==> src/rtl/col_sense_ctrl_pkg.sv <==
// Shared SRAM column definitions: read-sequencer state encoding, the default
// word width common with the write driver, and the counter sizing helper.
package col_sense_ctrl_pkg;

  localparam int unsigned SRAM_WIDTH = 32'd8;

  typedef enum logic [2:0] {
    ST_IDLE  = 3'd0,
    ST_PRE   = 3'd1,
    ST_DEV   = 3'd2,
    ST_SENSE = 3'd3,
    ST_DONE  = 3'd4
  } state_e;

  // Phase counter width: enough for max(pre, dev) - 1, never narrower than 1.
  function automatic int unsigned cnt_width(input int unsigned a, input int unsigned b);
    int unsigned m;
    int unsigned w;
    m = (a > b) ? a : b;
    w = $clog2(m);
    return (w < 32'd1) ? 32'd1 : w;
  endfunction

endpackage

==> src/rtl/col_sense_resolve.sv <==
// Per-column differential resolver: a clean (1,0) or (0,1) BL/BLB pair gives
// the data bit; any other combination reads as 0 and raises that column's error.
module col_sense_resolve
  import col_sense_ctrl_pkg::*;
#(
  parameter int unsigned WIDTH = SRAM_WIDTH
) (
  input  logic [WIDTH-1:0] bl,
  input  logic [WIDTH-1:0] blb,
  output logic [WIDTH-1:0] res_bit,
  output logic [WIDTH-1:0] res_err
);

  // Casez-free match so X/Z pairs fall through to the error branch in simulation.
  always_comb begin
    res_bit = '0;
    res_err = '0;
    for (int i = 0; i < int'(WIDTH); i++) begin
      case ({bl[i], blb[i]})
        2'b10: begin
          res_bit[i] = 1'b1;
          res_err[i] = 1'b0;
        end
        2'b01: begin
          res_bit[i] = 1'b0;
          res_err[i] = 1'b0;
        end
        default: begin
          res_bit[i] = 1'b0;
          res_err[i] = 1'b1;
        end
      endcase
    end
  end

endmodule

==> src/rtl/col_sense_ctrl.sv <==
// SRAM column read sequencer: precharge, wordline development, sense-amp fire,
// then capture of the resolved BL/BLB word into a registered output.
module col_sense_ctrl
  import col_sense_ctrl_pkg::*;
#(
  parameter int unsigned WIDTH      = SRAM_WIDTH,
  parameter int unsigned PRE_CYCLES = 32'd2,
  parameter int unsigned DEV_CYCLES = 32'd3
) (
  input  logic             clk,
  input  logic             rst_n,
  input  logic             cs,
  input  logic             r_en,
  input  logic [WIDTH-1:0] BL,
  input  logic [WIDTH-1:0] BLB,
  output logic             pre_en,
  output logic             wl_en,
  output logic             sa_en,
  output logic [WIDTH-1:0] dout,
  output logic             rd_valid,
  output logic             sense_err,
  output logic             busy
);

  localparam int unsigned    CW       = cnt_width(PRE_CYCLES, DEV_CYCLES);
  localparam logic [CW-1:0]  PRE_LOAD = CW'(PRE_CYCLES - 32'd1);
  localparam logic [CW-1:0]  DEV_LOAD = CW'(DEV_CYCLES - 32'd1);

  state_e            state_r;
  state_e            next_state_s;
  logic [CW-1:0]     cnt_r;
  logic [CW-1:0]     cnt_next_s;
  logic [WIDTH-1:0]  res_bit_s;
  logic [WIDTH-1:0]  res_err_s;

  logic              pre_s;
  logic              wl_s;
  logic              sa_s;
  logic              vld_s;
  logic              err_s;
  logic              busy_s;
  logic [WIDTH-1:0]  dout_s;

  col_sense_resolve #(.WIDTH(WIDTH)) u_resolve (
    .bl      (BL),
    .blb     (BLB),
    .res_bit (res_bit_s),
    .res_err (res_err_s)
  );

  // State and phase counter registers.
  always_ff @(posedge clk or negedge rst_n) begin
    if (!rst_n) begin
      state_r <= ST_IDLE;
      cnt_r   <= '0;
    end else begin
      state_r <= next_state_s;
      cnt_r   <= cnt_next_s;
    end
  end

  // Next-state logic; cs low anywhere in the sequence aborts back to IDLE.
  always_comb begin
    next_state_s = state_r;
    cnt_next_s   = cnt_r;
    case (state_r)
      ST_IDLE: begin
        if (cs && r_en) begin
          next_state_s = ST_PRE;
          cnt_next_s   = PRE_LOAD;
        end else begin
          next_state_s = ST_IDLE;
          cnt_next_s   = '0;
        end
      end
      ST_PRE: begin
        if (!cs) begin
          next_state_s = ST_IDLE;
          cnt_next_s   = '0;
        end else if (cnt_r == '0) begin
          next_state_s = ST_DEV;
          cnt_next_s   = DEV_LOAD;
        end else begin
          next_state_s = ST_PRE;
          cnt_next_s   = cnt_r - CW'(1);
        end
      end
      ST_DEV: begin
        if (!cs) begin
          next_state_s = ST_IDLE;
          cnt_next_s   = '0;
        end else if (cnt_r == '0) begin
          next_state_s = ST_SENSE;
          cnt_next_s   = '0;
        end else begin
          next_state_s = ST_DEV;
          cnt_next_s   = cnt_r - CW'(1);
        end
      end
      ST_SENSE: begin
        if (!cs) begin
          next_state_s = ST_IDLE;
        end else begin
          next_state_s = ST_DONE;
        end
        cnt_next_s = '0;
      end
      ST_DONE: begin
        next_state_s = ST_IDLE;
        cnt_next_s   = '0;
      end
      default: begin
        next_state_s = ST_IDLE;
        cnt_next_s   = '0;
      end
    endcase
  end

  // Output decode from the upcoming state so every output lands in a register.
  always_comb begin
    pre_s  = 1'b0;
    wl_s   = 1'b0;
    sa_s   = 1'b0;
    vld_s  = 1'b0;
    err_s  = 1'b0;
    busy_s = 1'b0;
    dout_s = dout;
    case (next_state_s)
      ST_IDLE: begin
        busy_s = 1'b0;
      end
      ST_PRE: begin
        pre_s  = 1'b1;
        busy_s = 1'b1;
      end
      ST_DEV: begin
        wl_s   = 1'b1;
        busy_s = 1'b1;
      end
      ST_SENSE: begin
        wl_s   = 1'b1;
        sa_s   = 1'b1;
        busy_s = 1'b1;
      end
      ST_DONE: begin
        vld_s  = 1'b1;
        err_s  = |res_err_s;
        busy_s = 1'b1;
        dout_s = res_bit_s;
      end
      default: begin
        busy_s = 1'b0;
      end
    endcase
  end

  // Registered outputs.
  always_ff @(posedge clk or negedge rst_n) begin
    if (!rst_n) begin
      pre_en    <= 1'b0;
      wl_en     <= 1'b0;
      sa_en     <= 1'b0;
      rd_valid  <= 1'b0;
      sense_err <= 1'b0;
      busy      <= 1'b0;
      dout      <= '0;
    end else begin
      pre_en    <= pre_s;
      wl_en     <= wl_s;
      sa_en     <= sa_s;
      rd_valid  <= vld_s;
      sense_err <= err_s;
      busy      <= busy_s;
      dout      <= dout_s;
    end
  end

endmodule

==> config.mk <==
export PLATFORM = sky130hd
export DESIGN_NAME = col_sense_ctrl
export DESIGN_NICKNAME = d
export VERILOG_FILES = /design/src/rtl/col_sense_ctrl_pkg.sv /design/src/rtl/col_sense_resolve.sv /design/src/rtl/col_sense_ctrl.sv
export SDC_FILE = /design/constraint.sdc
export NUM_CORES = 1
export LEC_CHECK = 0
export ABC_AREA = 1
export CORE_ASPECT_RATIO = 1.5
export CORE_MARGIN = 2
export CORE_UTILIZATION = 43
export DETAILED_ROUTE_END_ITERATION = 10
export GPL_ROUTABILITY_DRIVEN = 0
export PLACE_DENSITY_LB_ADDON = 0.3
export RECOVER_POWER = 25
export SYNTH_ARGS = -nofsm -noshare
export SYNTH_HDL_FRONTEND = slang
export SYNTH_SLANG_ARGS = --single-unit
export TNS_END_PERCENT = 20
==> constraint.sdc <==
create_clock -name clk -period 1.45 [get_ports clk]
set_input_delay 0.435 -clock clk [delete_from_list [all_inputs] [get_ports clk]]
set_output_delay 0.435 -clock clk [all_outputs]
set_load 0.02 [all_outputs]
==> impl_metrics.env <==
export IMPL_swShare_pct=38.0
export IMPL_status="completed"
export IMPL_synth_top_area_share_pct=50.2
export IMPL_async_reset_ff_share_pct=100
export IMPL_finalInstanceArea_mm2=0.00133
export IMPL_synth_cell_types=14
export IMPL_start_kind="flip-flop"
export IMPL_cts_hold_buffers_added=0
export IMPL_power_internal_mw=1.06
export IMPL_grt_usage_pct=17.0
export IMPL_synth_edf_count=0
export IMPL_hold_class="reg2reg"
export IMPL_wirelength_um=1840
export IMPL_post_cts_buffers=0
export IMPL_nNetsFinal=181
export IMPL_num_rows=20
export IMPL_dieHeight_um=61.5
export IMPL_crit_buf_inv=1
export IMPL_synth_fp_nets=140
export IMPL_core_area_mm2=0.00205
export IMPL_arrival_ns=0.98
export IMPL_period_needed_ns=1.41
export IMPL_total_power_mw=1.70
export IMPL_num_antenna_cells=0
export IMPL_multiInputGateArea_um2=389
export IMPL_initial_utilization_pct=46.2
export IMPL_powerDensity_mw_per_mm2=1290
export IMPL_portBuffers=33
export IMPL_cts_root_buf="clkbuf_4"
export IMPL_ys_seq_elements=19
export IMPL_crit_path_max_fanout=1
export IMPL_antenna_found_initial=0
export IMPL_critPathCaptureType="primary output"
export IMPL_post_place_ws_ns=-0.312
export IMPL_synth_area_um2=947
export IMPL_p_seq_share_pct=44.7
export IMPL_clockPowerShare_pct=15.2
export IMPL_period_share_pct=97.5
export IMPL_ioPinCount=34
export IMPL_yosys_area_top_type="dfrtp_1"
export IMPL_vdd_ir_drop_max_uv=741
export IMPL_slowest_delay_ns=0.37
export IMPL_slew_violations=0
export IMPL_tightest_slew_ns=0.452
export IMPL_grt_pass1_vias=841
export IMPL_finalClockSkew_ns=0.00383
export IMPL_fin_util_pct=64.6
export IMPL_cp_top_family="flip-flops"
export IMPL_syn_inst=109
export IMPL_numCtsBuffers=3
export IMPL_clock_fmax_mhz=708
export IMPL_post_dp_cell_area_mm2=0.00132
export IMPL_placed_cells=167
export IMPL_dieWidth_um=42.3
export IMPL_clkLatencyLatePin_ns=0.29
export IMPL_setup_violations=0
export IMPL_grt_max_degree=20
export IMPL_ant_nets=0
export IMPL_fin_setup_tns_ns=0
export IMPL_viasPerCell=4.67
export IMPL_synthTopCellsByCount="nand2_1 (36), inv_1 (21), dfrtp_1 (19), ha_1 (11), nor2_1 (9)"
export IMPL_p_sw_mw=0.647
export IMPL_cts_max_level=1
export IMPL_rsz0062_at_grt="no"
export IMPL_worst_hold_slack_ns=0.492
export IMPL_synth_area_leaders="dfrtp_1 (50%), ha_1 (15%), nand2_1 (14%)"
export IMPL_regArea_um2=475
export IMPL_grt_overflow=0
export IMPL_area_growth_pct=39.9
export IMPL_grt_pass1_wl_um=3320
export IMPL_fillers=189
export IMPL_post_route_drc_count=0
export IMPL_p_leak_nw=0.809
export IMPL_clock_path_buffers=2
export IMPL_slew_headroom_pct=69.8
export IMPL_cp_slowest_cell="dfrtp_1"
export IMPL_dr_pass1_iters=2
export IMPL_drive_above_1_share_pct=14.1
export IMPL_detailed_place_hpwl_um=1590
export IMPL_clk_pin_slew_ns=0.10
export IMPL_drv_cap=0
export IMPL_route_vias_total=799
export IMPL_clock_sinks=19
export IMPL_layoutNonFillerInstCount=171
export IMPL_hold_viol=0
export IMPL_drtIter0Drc=5
export IMPL_cp_required_ns=1.02
export IMPL_synth_warnings=0
export IMPL_synthFlopType="dfrtp_1"
export IMPL_fin_ws_ns=0.0368
export IMPL_synth_most_common_cell="nand2_1"
export IMPL_die_area_mm2=0.00260
export IMPL_comb_power_share_pct=40.1
export IMPL_cts_tree="done"
export IMPL_routedWlPerCell_um=10.8
export IMPL_crit_path_cell_trace="dlygate4sd2_1"
export IMPL_ys_seq_area_share_pct=50.2
export IMPL_syn_area_per_cell_um2=8.69
export IMPL_crit_type="reg2out"
[layout make-up]
class / count / share of cell area, %
inverters: 23 / 6.70
well taps: 22 / 2.08
flip-flops and latches: 19 / 35.9
repair buffers: 37 / 24.0
clock buffers: 4 / 1.98
multi-input cells: 66 / 29.4
[layer usage]
layer,vias to the layer above,share of wire [%],global-route usage (%)
met2,30,56,33.8
met4,0,2.8,8.93
li1,402,-,-
met5,-,0,0
met3,6,5.4,2.64
met1,361,35,16.9
[flip-flops by register name (all words and copies together) (netlist names)]
signal and cells:
dout 8, state_r 3, cnt_r 2, busy 1
pre_en 1, rd_valid 1, sa_en 1, sense_err 1
wl_en 1
[cells by family after synthesis]
family | synth area share (%)
adder cells (fa/ha/maj) | 14.5
buffers and inverters | 10.6
AND/OR/NAND/NOR | 24.2
AO/OA/AOI/OAI | 0.528
flip-flops | 50.2
[power groups by stage]
stage	clock network, mW	registers [mW]	logic (mW)
after floorplan	0	0.926	0.239
after global placement	0	0.764	0.776
after detailed placement	0	0.775	0.800
after CTS	0.268	0.763	0.726
after global routing	0.289	0.784	0.763
final	0.259	0.762	0.683
[placed cells by master (no fill, tap or decap)]
| master | instances |
|---|---|
| dlygate4sd3_1 | 1 |
| inv_1 | 21 |
| o21ai_0 | 1 |
| dlygate4sd2_1 | 4 |
| nor2_1 | 7 |
| ha_4 | 1 |
| nand4_1 | 1 |
| and2_1 | 1 |
| nand2_4 | 1 |
| buf_4 | 3 |
| nor2_4 | 1 |
| dfrtp_1 | 19 |
| inv_2 | 1 |
| nand3_1 | 5 |
| inv_4 | 1 |
| clkdlybuf4s15_1 | 3 |
| nand2_1 | 36 |
| clkdlybuf4s50_1 | 18 |
| clkbuf_2 | 8 |
| clkbuf_1 | 1 |
| clkbuf_4 | 3 |
| nor2_2 | 2 |
| ha_1 | 10 |
[path summary, 6_finish.rpt]
path	start	cells after the start	slack (ns)	end
worst max-delay path	sense_err$_DFF_PN0_	1	0.04	sense_err
worst min-delay path	dout[1]$_DFFE_PN0P_	2	0.49	dout[1]$_DFFE_PN0P_
worst max register to register	cnt_r[0]$_DFF_PN0_	6	0.26	busy$_DFF_PN0_
worst min register to register	dout[1]$_DFFE_PN0P_	2	0.49	dout[1]$_DFFE_PN0P_
max in group asynchronous	rst_n	2	0.54	pre_en$_DFF_PN0_
min in group asynchronous	rst_n	2	0.60	wl_en$_DFF_PN0_
[timing repair]
action | 4_1_cts | 5_1_grt
endpoints found under the setup margin | 14 | 11
pin swaps | 0 | 2
gates resized for setup | 20 | 14
Note: power is estimated with default switching activity, not from simulation.
